<file path="src/rtl/mcu_control.sv">
// mcu_control: multicycle main controller for an ARM-subset datapath.
// A ten-state FSM sequences each instruction. A combinational decoder
// produces the ALU command and the flag-write enables. The flag registers
// drive a condition check that gates PC, register and memory writes.
// Optional feature: define MCU_CMP_EN to decode cmd 1010 (CMP) as SUB.
// CMP then writes all four flags and suppresses the register write.
module mcu_control #(
  parameter int ALUC_W = 2
) (
  input  logic              clk,
  input  logic              rst_n,
  input  logic [3:0]        Cond,
  input  logic [1:0]        Op,
  input  logic [5:0]        Funct,
  input  logic [3:0]        Rd,
  input  logic [3:0]        ALUFlags,
  output logic              PCWrite,
  output logic              AdrSrc,
  output logic              MemWrite,
  output logic              IRWrite,
  output logic              RegWrite,
  output logic              ALUSrcA,
  output logic [1:0]        ResultSrc,
  output logic [1:0]        ALUSrcB,
  output logic [1:0]        ImmSrc,
  output logic [1:0]        RegSrc,
  output logic [ALUC_W-1:0] ALUControl,
  output logic [3:0]        State
);

  typedef enum logic [3:0] {
    S_FETCH   = 4'd0,
    S_DECODE  = 4'd1,
    S_MEMADR  = 4'd2,
    S_MEMREAD = 4'd3,
    S_MEMWB   = 4'd4,
    S_MEMWR   = 4'd5,
    S_EXECR   = 4'd6,
    S_EXECI   = 4'd7,
    S_ALUWB   = 4'd8,
    S_BRANCH  = 4'd9
  } state_t;

  state_t state, state_nxt;

  logic              adr_src, alu_src_a, ir_write, next_pc;
  logic              reg_w, mem_w, branch, alu_op;
  logic [1:0]        result_src, alu_src_b;
  logic [3:0]        cmd;
  logic [ALUC_W-1:0] alu_ctl;
  logic [1:0]        flag_w;
  logic              dp_nowrite, nowrite_q;
  logic              flag_n, flag_z, flag_c, flag_v;
  logic              cond_ex, pcs;

  // State register: reset returns to Fetch at once, independent of clk
  always_ff @(posedge clk or negedge rst_n) begin
    if (!rst_n) state <= S_FETCH;
    else        state <= state_nxt;
  end

  // Next-state logic; unused encodings fall back to Fetch
  always_comb begin
    state_nxt = S_FETCH;
    case (state)
      S_FETCH:   state_nxt = S_DECODE;
      S_DECODE: begin
        case (Op)
          2'b01:   state_nxt = S_MEMADR;
          2'b00:   state_nxt = Funct[5] ? S_EXECI : S_EXECR;
          2'b10:   state_nxt = S_BRANCH;
          default: state_nxt = S_FETCH;
        endcase
      end
      S_MEMADR:  state_nxt = Funct[0] ? S_MEMREAD : S_MEMWR;
      S_MEMREAD: state_nxt = S_MEMWB;
      S_EXECR:   state_nxt = S_ALUWB;
      S_EXECI:   state_nxt = S_ALUWB;
      default:   state_nxt = S_FETCH;
    endcase
  end

  // Per-state control outputs; anything not set for a state stays 0
  always_comb begin
    adr_src    = 1'b0;
    alu_src_a  = 1'b0;
    alu_src_b  = 2'b00;
    result_src = 2'b00;
    ir_write   = 1'b0;
    next_pc    = 1'b0;
    reg_w      = 1'b0;
    mem_w      = 1'b0;
    branch     = 1'b0;
    alu_op     = 1'b0;
    case (state)
      S_FETCH: begin
        alu_src_a  = 1'b1;
        alu_src_b  = 2'b10;
        result_src = 2'b10;
        ir_write   = 1'b1;
        next_pc    = 1'b1;
      end
      S_DECODE: begin
        alu_src_a  = 1'b1;
        alu_src_b  = 2'b10;
        result_src = 2'b10;
      end
      S_MEMADR:  alu_src_b = 2'b01;
      S_MEMREAD: adr_src = 1'b1;
      S_MEMWB: begin
        result_src = 2'b01;
        reg_w      = 1'b1;
      end
      S_MEMWR: begin
        adr_src = 1'b1;
        mem_w   = 1'b1;
      end
      S_EXECR:   alu_op = 1'b1;
      S_EXECI: begin
        alu_src_b = 2'b01;
        alu_op    = 1'b1;
      end
      S_ALUWB:   reg_w = ~nowrite_q;
      S_BRANCH: begin
        alu_src_b  = 2'b01;
        result_src = 2'b10;
        branch     = 1'b1;
      end
      default: ;
    endcase
  end

  // ALU decoder: command mapping, flag-write enables, unsupported-command detect
  always_comb begin
    cmd        = Funct[4:1];
    alu_ctl    = '0;
    flag_w     = 2'b00;
    dp_nowrite = 1'b0;
    if (alu_op) begin
      case (cmd)
        4'b0100: begin
          alu_ctl = ALUC_W'(0);
          flag_w  = {Funct[0], Funct[0]};
        end
        4'b0010: begin
          alu_ctl = ALUC_W'(1);
          flag_w  = {Funct[0], Funct[0]};
        end
        4'b0000: begin
          alu_ctl = ALUC_W'(2);
          flag_w  = {Funct[0], 1'b0};
        end
        4'b1100: begin
          alu_ctl = ALUC_W'(3);
          flag_w  = {Funct[0], 1'b0};
        end
        4'b0001: begin
          if (ALUC_W >= 3) begin
            alu_ctl = ALUC_W'(4);
            flag_w  = {Funct[0], 1'b0};
          end else begin
            dp_nowrite = 1'b1;
          end
        end
`ifdef MCU_CMP_EN
        4'b1010: begin
          alu_ctl    = ALUC_W'(1);
          flag_w     = 2'b11;
          dp_nowrite = 1'b1;
        end
`else
        4'b1010: dp_nowrite = 1'b1;
`endif
        default: dp_nowrite = 1'b1;
      endcase
    end
  end

  // Write-suppress decision taken in Exec; the ALUWB state that follows uses it
  always_ff @(posedge clk or negedge rst_n) begin
    if (!rst_n)      nowrite_q <= 1'b0;
    else if (alu_op) nowrite_q <= dp_nowrite;
  end

  // Flag registers: conditional load of N,Z and C,V halves
  always_ff @(posedge clk or negedge rst_n) begin
    if (!rst_n) begin
      flag_n <= 1'b0;
      flag_z <= 1'b0;
      flag_c <= 1'b0;
      flag_v <= 1'b0;
    end else begin
      if (flag_w[1] && cond_ex) begin
        flag_n <= ALUFlags[3];
        flag_z <= ALUFlags[2];
      end
      if (flag_w[0] && cond_ex) begin
        flag_c <= ALUFlags[1];
        flag_v <= ALUFlags[0];
      end
    end
  end

  // Condition check against the stored flags; 1111 never executes
  always_comb begin
    cond_ex = 1'b0;
    case (Cond)
      4'b0000: cond_ex = flag_z;
      4'b0001: cond_ex = ~flag_z;
      4'b0010: cond_ex = flag_c;
      4'b0011: cond_ex = ~flag_c;
      4'b0100: cond_ex = flag_n;
      4'b0101: cond_ex = ~flag_n;
      4'b0110: cond_ex = flag_v;
      4'b0111: cond_ex = ~flag_v;
      4'b1000: cond_ex = flag_c & ~flag_z;
      4'b1001: cond_ex = ~flag_c | flag_z;
      4'b1010: cond_ex = (flag_n == flag_v);
      4'b1011: cond_ex = (flag_n != flag_v);
      4'b1100: cond_ex = ~flag_z & (flag_n == flag_v);
      4'b1101: cond_ex = flag_z | (flag_n != flag_v);
      4'b1110: cond_ex = 1'b1;
      default: cond_ex = 1'b0;
    endcase
  end

  assign pcs = branch | (reg_w & (Rd == 4'hF));

  // Write strobes are held low while reset is asserted
  assign PCWrite    = rst_n & (next_pc | (pcs & cond_ex));
  assign RegWrite   = rst_n & reg_w & cond_ex;
  assign MemWrite   = rst_n & mem_w & cond_ex;
  assign IRWrite    = rst_n & ir_write;
  assign AdrSrc     = adr_src;
  assign ALUSrcA    = alu_src_a;
  assign ALUSrcB    = alu_src_b;
  assign ResultSrc  = result_src;
  assign ImmSrc     = Op;
  assign RegSrc     = {Op == 2'b01, Op == 2'b10};
  assign ALUControl = alu_ctl;
  assign State      = state;

endmodule

</file>
<file path="config.mk">
export PLATFORM = sky130hd
export DESIGN_NAME = mcu_control
export DESIGN_NICKNAME = d
export VERILOG_FILES = /design/src/rtl/mcu_control.sv
export SDC_FILE = /design/constraint.sdc
export NUM_CORES = 1
export LEC_CHECK = 0
export BUFFER_PORTS_ARGS = -buffer_cell sky130_fd_sc_hd__buf_2
export CORE_MARGIN = 5
export CORE_UTILIZATION = 31
export CTS_CLUSTER_SIZE = 10
export DETAILED_ROUTE_END_ITERATION = 10
export SLEW_MARGIN = 20
export SYNTH_ARGS = -nofsm -noshare
export SYNTH_HDL_FRONTEND = slang
export SYNTH_SLANG_ARGS = --single-unit
</file>
<file path="constraint.sdc">
create_clock -name clk -period 1.7 [get_ports clk]
set_input_delay 0.17 -clock clk [delete_from_list [all_inputs] [get_ports clk]]
set_output_delay 0.17 -clock clk [all_outputs]
set_load 0.005 [all_outputs]
</file>
# == Word level (Yosys, flattened, before mapping) ==
# Cells that the tools add are included.
# word_totals
out_inout_bits,20
ff_bits,9
input_bits,22
word_cells,89
# op_classes
eq_ne,31
n_mux,19
n_reduce_logical,14
bitwise_logic,19
# op_table
op,n
$eq A4 B4 Y1 const B,11
$eq A4 B3 Y1 const B,9
$eq A4 B2 Y1 const B,5
$pmux W4 S5,1
$pmux W1 S15,1
$logic_not A4 Y1,3
$pmux W2 S2,3
$pmux W4 S3,1
$and A1 B1 Y1,10
$reduce_or A2 Y1,5
$eq A4 B1 Y1 const B,2
$mux W1,8
$pmux W2 S3,1
$reduce_or A3 Y1,2
$not A1 Y1,5
$mux W2,2
$or A1 B1 Y1,4
$reduce_or A4 Y1,1
$mux W3,1
$eq A2 B1 Y1 const B,1
$eq A2 B2 Y1 const B,1
$logic_and A1 B1 Y1,2
$logic_not A2 Y1,1
$pmux W1 S2,1
other kinds (2),2

# == Logic depth before layout (Yosys ltp) ==
# Gate-level depths: netlist (run 1).
# depth
depth_word,7
mapped_depth,7
ltp_nobuf,6

# == Worst setup path before layout (run 1) ==
# Ideal clock, no wire load.
# synth_path
path_kind,reg-to-reg
startpoint,reg state[3] (netlist: State[3])
endpoint,reg flag_n
setup_ns,0.127
period_less_slack_ns,1.745
arrival_time_ns,1.618
required_time_ns,1.573
slack_ns,-0.045
path_stages_with_launch,6
path_cell_list,dfrtp_1 > nand2b_1 > or3_1 > a211oi_2 > nand3_2 > mux2_1
# synth_via
elab_chain_cells,5
elab_cells_between_ends,6
# synth_lines
element,line,rtl
start: declaration,44,"state_t state, state_nxt;"
start signal: assignment,59,else state <= state_nxt;
$eq A4 B3 Y1,95,case (state)
$reduce_or A2 Y1 (no line) (*),--,
$mux W1 (*),95,
$mux W2 (*),139,if (alu_op) begin
$logic_and A1 B1 Y1 (*),193,if (flag_w[1] && cond_ex) begin
end signal: assignment,194,flag_n <= ALUFlags[3];
end: declaration,53,"logic flag_n, flag_z, flag_c, flag_v;"
# Mark *: on every way between the ends. The rest lies on a longest branch, timed or not.
# A chain may end at the register's enable or synchronous reset.

# == Worst setup path after layout (run 1) ==
# layout_path
startpoint,reg flag_n
endpoint,out PCWrite
# layout_via
elab_chain_cells,6
elab_cells_between_ends,9
# layout_lines
element,line,rtl
$ne A1 B1 Y1 or $eq A1 B1 Y1 (tied branches),--,
$or A1 B1 Y1 or $and A1 B1 Y1 (tied branches),"221, 220",
$pmux W1 S15 (*),207,case (Cond)
$and A1 B1 Y1 (*),230,assign PCWrite = rst_n & (next_pc | (pcs & cond_ex));
$or A1 B1 Y1 (*),230,
$and A1 B1 Y1 (*),230,
end: declaration,17,"output logic PCWrite,"
# Marked as above.

==> flow_summary.ini, run 1 <==
[final_layout]
nets = 174
final_common_cell = buf_2
drive_gt1_share_pct = 53.0
final_cell_mix = 41 x buf_2, 12 x buf_4, 11 x nor2_1
post-route-util_pct = 50.8
area_growth_pct = 55.4
diodes = 0

[drt]
wl_mm = 2.38
vias = 919
drc = 0
wl_per_cell_um = 13.2
viasPerCell = 5.08
drtIter0Drc = 20
dr.pass1.iters = 4
final_antenna_net_count = 0

[global_routing]
grt_overflow_total = 0
grt_pass1_vias = 898
antenna_found_initial = 0
grt_max_degree = 14
grt_pass1_wl_mm = 3.85
grtUsageTotal_pct = 13.7

[critical_path]
r2r_setup_slack_ns = -0.27
worstSetupEndpointType = primary output
crit_fanout = 3
required_ns = 1.53
worstPathArrival_ns = 1.82
crit_type = register to primary output
crit_path_start_kind = register

[synthesis]
synth_area_sq_um = 817
synth_area_leaders = dfrtp_1 28%, mux2_1 5.5%, xnor2_1 5.4%
synth.avg_cell_area_sq_um = 8.34
synth-main-ff-cell = dfrtp_1
ys_warn_count = 0
syn_nets = 120
synth_edf_count = 0
ys_types = 41
synth_top_area_share_pct = 27.6
ys_seq_area_share_pct = 27.6
synth_largest_area_cell = dfrtp_1
synth_seq_cells = 9
synthArstFlopShare_pct = 100
syn_inst = 98

[sta]
clock-skew-final_ns = 0.00476
rsz0062_at_grt = yes
setup_viol = 8
fmax_ghz = 0.503
fin_ws_ns = -0.287
final_hold_viol_count = 0
tightest_slew_ns = 0.365
relSlewSlack_pct = 75.6
slew_viol_final = 0
fin_crit_sh_pct = 117
period_minus_slack_ns = 1.99

[clocking]
path_clk_slew_ns = 0.06
numClockSinks = 9
htreeDepth = 1
cts_root_buf = clkbuf_4
cts_buffer_depth = 2
cts_tree = done
cts_buffers = 3
insertion_delay_ns = 0.26

[power]
max-vdd-ir-drop_v = 0.000820
power.density_nw_per_um2 = 1200
leakagePower_nw = 0.618

[status]
status = finished, violations left
violations = setup timing

[min_path]
hold_path.class = input port to register

[placed_design]
place_congestion = 0.814
port_buffers = 41
dpl.hpwl_mm = 1.82
pre_cts_ws_ns = -0.101

[die]
core_sq_um = 2500
ioPinCount = 42
dieHeight_um = 61.3
die-area_sq_um = 3760
rows = 18
dieWidth_um = 61.3
initial_utilization_pct = 32.7

[job]
drv_cap = 0
[cell families after synthesis]
group	Yosys count	share of synthesized area, %
multiplexers	5	6.74
AND/OR/NAND/NOR	45	29.4
XOR/XNOR	7	7.50
buffers and inverters	11	6.43
flip-flops	9	27.6
AO/OA/AOI/OAI	21	22.4
[timing repair]
item,4_1_cts,5_1_grt
pin swaps,6,6
setup endpoints to repair,9,10
resized for setup,8,10
hold buffers,1,0
hold endpoints to repair,9,0
buffers inserted,2,1
[critical path, cell delays in order (launching register included)]
cell and delay (ns):
dfrtp_1 0.41, xor2_2 0.19, buf_4 0.15, and3_4 0.18, o21ai_4 0.14, o311ai_4 0.14, a41o_1 0.24, buf_2 0.12
[synth_stat cells, types with 2 or more instances]
library cell / instances
inv_1: 3
nand2_1: 8
o21ai_0: 2
mux2_1: 4
xnor2_1: 5
nor3_1: 8
nor2_1: 11
xor2_1: 2
buf_4: 2
nand3_2: 2
nand2b_1: 2
and3_1: 2
a21oi_1: 5
nor2b_1: 4
dfrtp_1: 9
clkbuf_1: 3
o32ai_1: 2
[final cells by class]
type                    count  area, sq um
repair buffers             56          328
multi-input cells          78          638
flip-flops and latches      9          225
inverters                   4         15.0
fillers                   250         1230
well taps                  30         37.5
clock buffers               4         26.3
[state kept, by name, summed over array words and instances (netlist names)]
signal	cells
flag_z	1
State	4
flag_n	1
flag_c	1
flag_v	1
nowrite_q	1
[layer usage]
layer / global-route usage [%] / wire length, um / vias up
li1: - / - / 454
met1: 17.9 / 1030 / 416
met2: 22.5 / 1130 / 47
met3: 3.14 / 203 / 2
met4: 4.55 / 17 / 0
met5: 0 / 0 / -
[path summary, 6_finish.rpt]
check	depth (start not counted)	end	start
worst max-delay path	7	PCWrite	flag_n
worst min-delay path	2	flag_n	ALUFlags[3]
worst max register to register	9	flag_v	flag_n
worst min register to register	2	nowrite_q	nowrite_q
max in group asynchronous	2	nowrite_q	rst_n
min in group asynchronous	2	State[0]	rst_n
[stage by stage]
stage | cell area, sq um | TNS, ns | hold WS [ns] | power (mW) | std cells
floorplan | 822 | -0.0140 | -0.126 | 0.866 | 98
global placement | 1110 | -0.233 | 0.0524 | 1.25 | 173
detailed placement | 1110 | -0.433 | 0.0498 | 1.27 | 173
CTS | 1210 | -1.79 | 0.113 | 1.49 | 180
global route | 1270 | -2.56 | 0.124 | 1.66 | 181
finish | 1270 | -1.88 | 0.144 | 1.52 | 181
[where the power goes]
group | leakage [nW] | switching (mW) | total (mW) | internal (mW)
clock network | 0.0150 | 0.0772 | 0.168 | 0.0906
logic | 0.486 | 0.487 | 0.984 | 0.497
registers | 0.117 | 0.0836 | 0.367 | 0.284
total | 0.618 | 0.648 | 1.52 | 0.872
Note: power is estimated with default switching activity, not from simulation.
==> run 2: changes to the inputs <==
--- a/config.mk
+++ b/config.mk
@@ -6,10 +6,12 @@
 export NUM_CORES = 1
 export LEC_CHECK = 0
 export BUFFER_PORTS_ARGS = -buffer_cell sky130_fd_sc_hd__buf_2
+export CAP_MARGIN = 30
 export CORE_MARGIN = 5
 export CORE_UTILIZATION = 31
 export CTS_CLUSTER_SIZE = 10
 export DETAILED_ROUTE_END_ITERATION = 10
+export RECOVER_POWER = 100
 export SLEW_MARGIN = 20
 export SYNTH_ARGS = -nofsm -noshare
 export SYNTH_HDL_FRONTEND = slang
==> constraint.sdc (replaced) <==
create_clock -name clk -period 2.4 [get_ports clk]
set_input_delay 0.24 -clock clk [delete_from_list [all_inputs] [get_ports clk]]
set_output_delay 0.24 -clock clk [all_outputs]
set_load 0.005 [all_outputs]
==> flow_summary.ini, run 2 (synthesized netlist as in run 1, its figures left out) <==
[global_routing]
antenna_found_initial = 0
grt_pass1_wl_mm = 3.35
grt_overflow_total = 0
grt_pass1_vias = 813
grtUsageTotal_pct = 11.8
grt_max_degree = 14

[power]
p_int_uw = 497
seq_power_share_pct = 27.8
power.density_nw_per_um2 = 880
leakagePower_nw = 0.473
swShare_pct = 46.0
clockPowerShare_pct = 12.4
combPwrFrac_pct = 59.8
power.switching_uw = 423
finalPower_uw = 921
max-vdd-ir-drop_v = 0.000442

[sta]
fin_crit_sh_pct = 90.7
final_hold_viol_count = 0
finalSetupTns_ns = 0
timing.hold.ws_ns = 0.198
setup_viol = 0
relSlewSlack_pct = 59.6
tightest_slew_ns = 0.606
rsz0062_at_grt = no
clock-skew-final_ns = 0.00121
fmax_ghz = 0.459
period_minus_slack_ns = 2.18
fin_ws_ns = 0.223
slew_viol_final = 0

[clocking]
cts_buffers = 3
numClockSinks = 9
cts_buffer_depth = 2
post-cts-setup-buffers = 0
insertion_delay_ns = 0.26
path_clk_slew_ns = 0.06
cts_root_buf = clkbuf_4
cts_tree = done
htreeDepth = 1
ctsHoldBuffers = 1
cts_resized = 0

[die]
core_sq_um = 2500
die-area_sq_um = 3760
dieHeight_um = 61.3
ioPinCount = 42
rows = 18
dieWidth_um = 61.3
initial_utilization_pct = 32.7

[critical_path]
worstPathArrival_ns = 1.94
regToRegEndpoint = flag_n
reg2reg_from = State[3]
r2r_setup_slack_ns = 0.49
reg2reg_depth = 5
crit_type = register to primary output
worstSetupEndpointType = primary output
required_ns = 2.16
crit_fanout = 4
crit_path_start_kind = register

[job]
drv_cap = 0

[final_layout]
largest_reg_flops = 4
area_growth_pct = 28.0
postLayoutCellArea_sq_um = 1050
diodes = 0
final_common_cell = buf_2
nets = 163
final_cell_mix = 25 x buf_2, 19 x clkbuf_1, 11 x nor2_1
drive_gt1_share_pct = 26.4
fillerInstances = 272

[placed_design]
place_congestion = 0.937
port_buffers = 41
place_area_sq_um = 1040
dpl.hpwl_mm = 1.70
pre_cts_ws_ns = 0.545

[drt]
drc = 0
drtIter0Drc = 27
final_antenna_net_count = 0
wl_mm = 2.15
viasPerCell = 5.15
wl_per_cell_um = 12.7
dr.pass1.iters = 4
vias = 876

[status]
status = completed

[min_path]
hold_path.class = input port to register
holdPathEnd = flag_z
worstHoldStart = ALUFlags[2]
whs_path_depth = 2
## run 2: cell types whose count changed in the layout (fill, tap and decap cells not counted), sizes merged
cell,delta
buf,-30
clkbuf,+19
## run 2: critical path, cell delays in order, from the launching register on
cell       delay [ns]
dfrtp_1          0.40
xor2_1           0.26
o2bb2ai_2        0.09
xnor2_1          0.15
o311ai_4         0.33
nand2_1          0.13
nor3_1           0.18
clkbuf_1         0.14
## run 2: cell type report
cell class | instances | area [sq um] | area share, %
Clock buffer | 4 | 26.3 | 2.51
Inverter | 4 | 15.0 | 1.44
Multi-Input combinational cell | 78 | 534 | 51.1
Sequential cell | 9 | 225 | 21.5
Tap cell | 30 | 37.5 | 3.59
Timing Repair Buffer | 45 | 208 | 19.9
## run 2: stage by stage
stage,utilization [%],instances
floorplan,-,98
global route,41.8,170
detailed placement,41.8,165
CTS,43.2,170
finish,41.8,170
global placement,41.8,165
## run 2: routing by layer
metal	GRT usage [%]	up-vias	wire, um
li1	-	433	-
met4	3.64	0	0
met3	3.14	0	170
met5	0	-	0
met2	18.9	34	1020
met1	15.6	409	966
## run 2: how the worst max path moves through the flow
| stage | from | endpoint | slack (ns) | depth (start not counted) |
|---|---|---|---|---|
| floorplan | State[3] | flag_n | 0.65 | 5 |
| global placement | State[3] | flag_n | 0.56 | 5 |
| detailed placement | State[3] | flag_c | 0.54 | 5 |
| CTS | flag_n | MemWrite | 0.24 | 7 |
| global route | flag_n | MemWrite | 0.06 | 7 |
| finish | flag_n | MemWrite | 0.22 | 7 |
## run 2: power by group through the flow
stage | Sequential (mW) | Combinational (mW) | Clock [mW]
6_report | 0.256 | 0.551 | 0.115
3_3_place_gp | 0.257 | 0.587 | 0
4_1_cts | 0.257 | 0.594 | 0.121
5_1_grt | 0.265 | 0.609 | 0.127
3_5_place_dp | 0.260 | 0.588 | 0
2_1_floorplan | 0.240 | 0.372 | 0
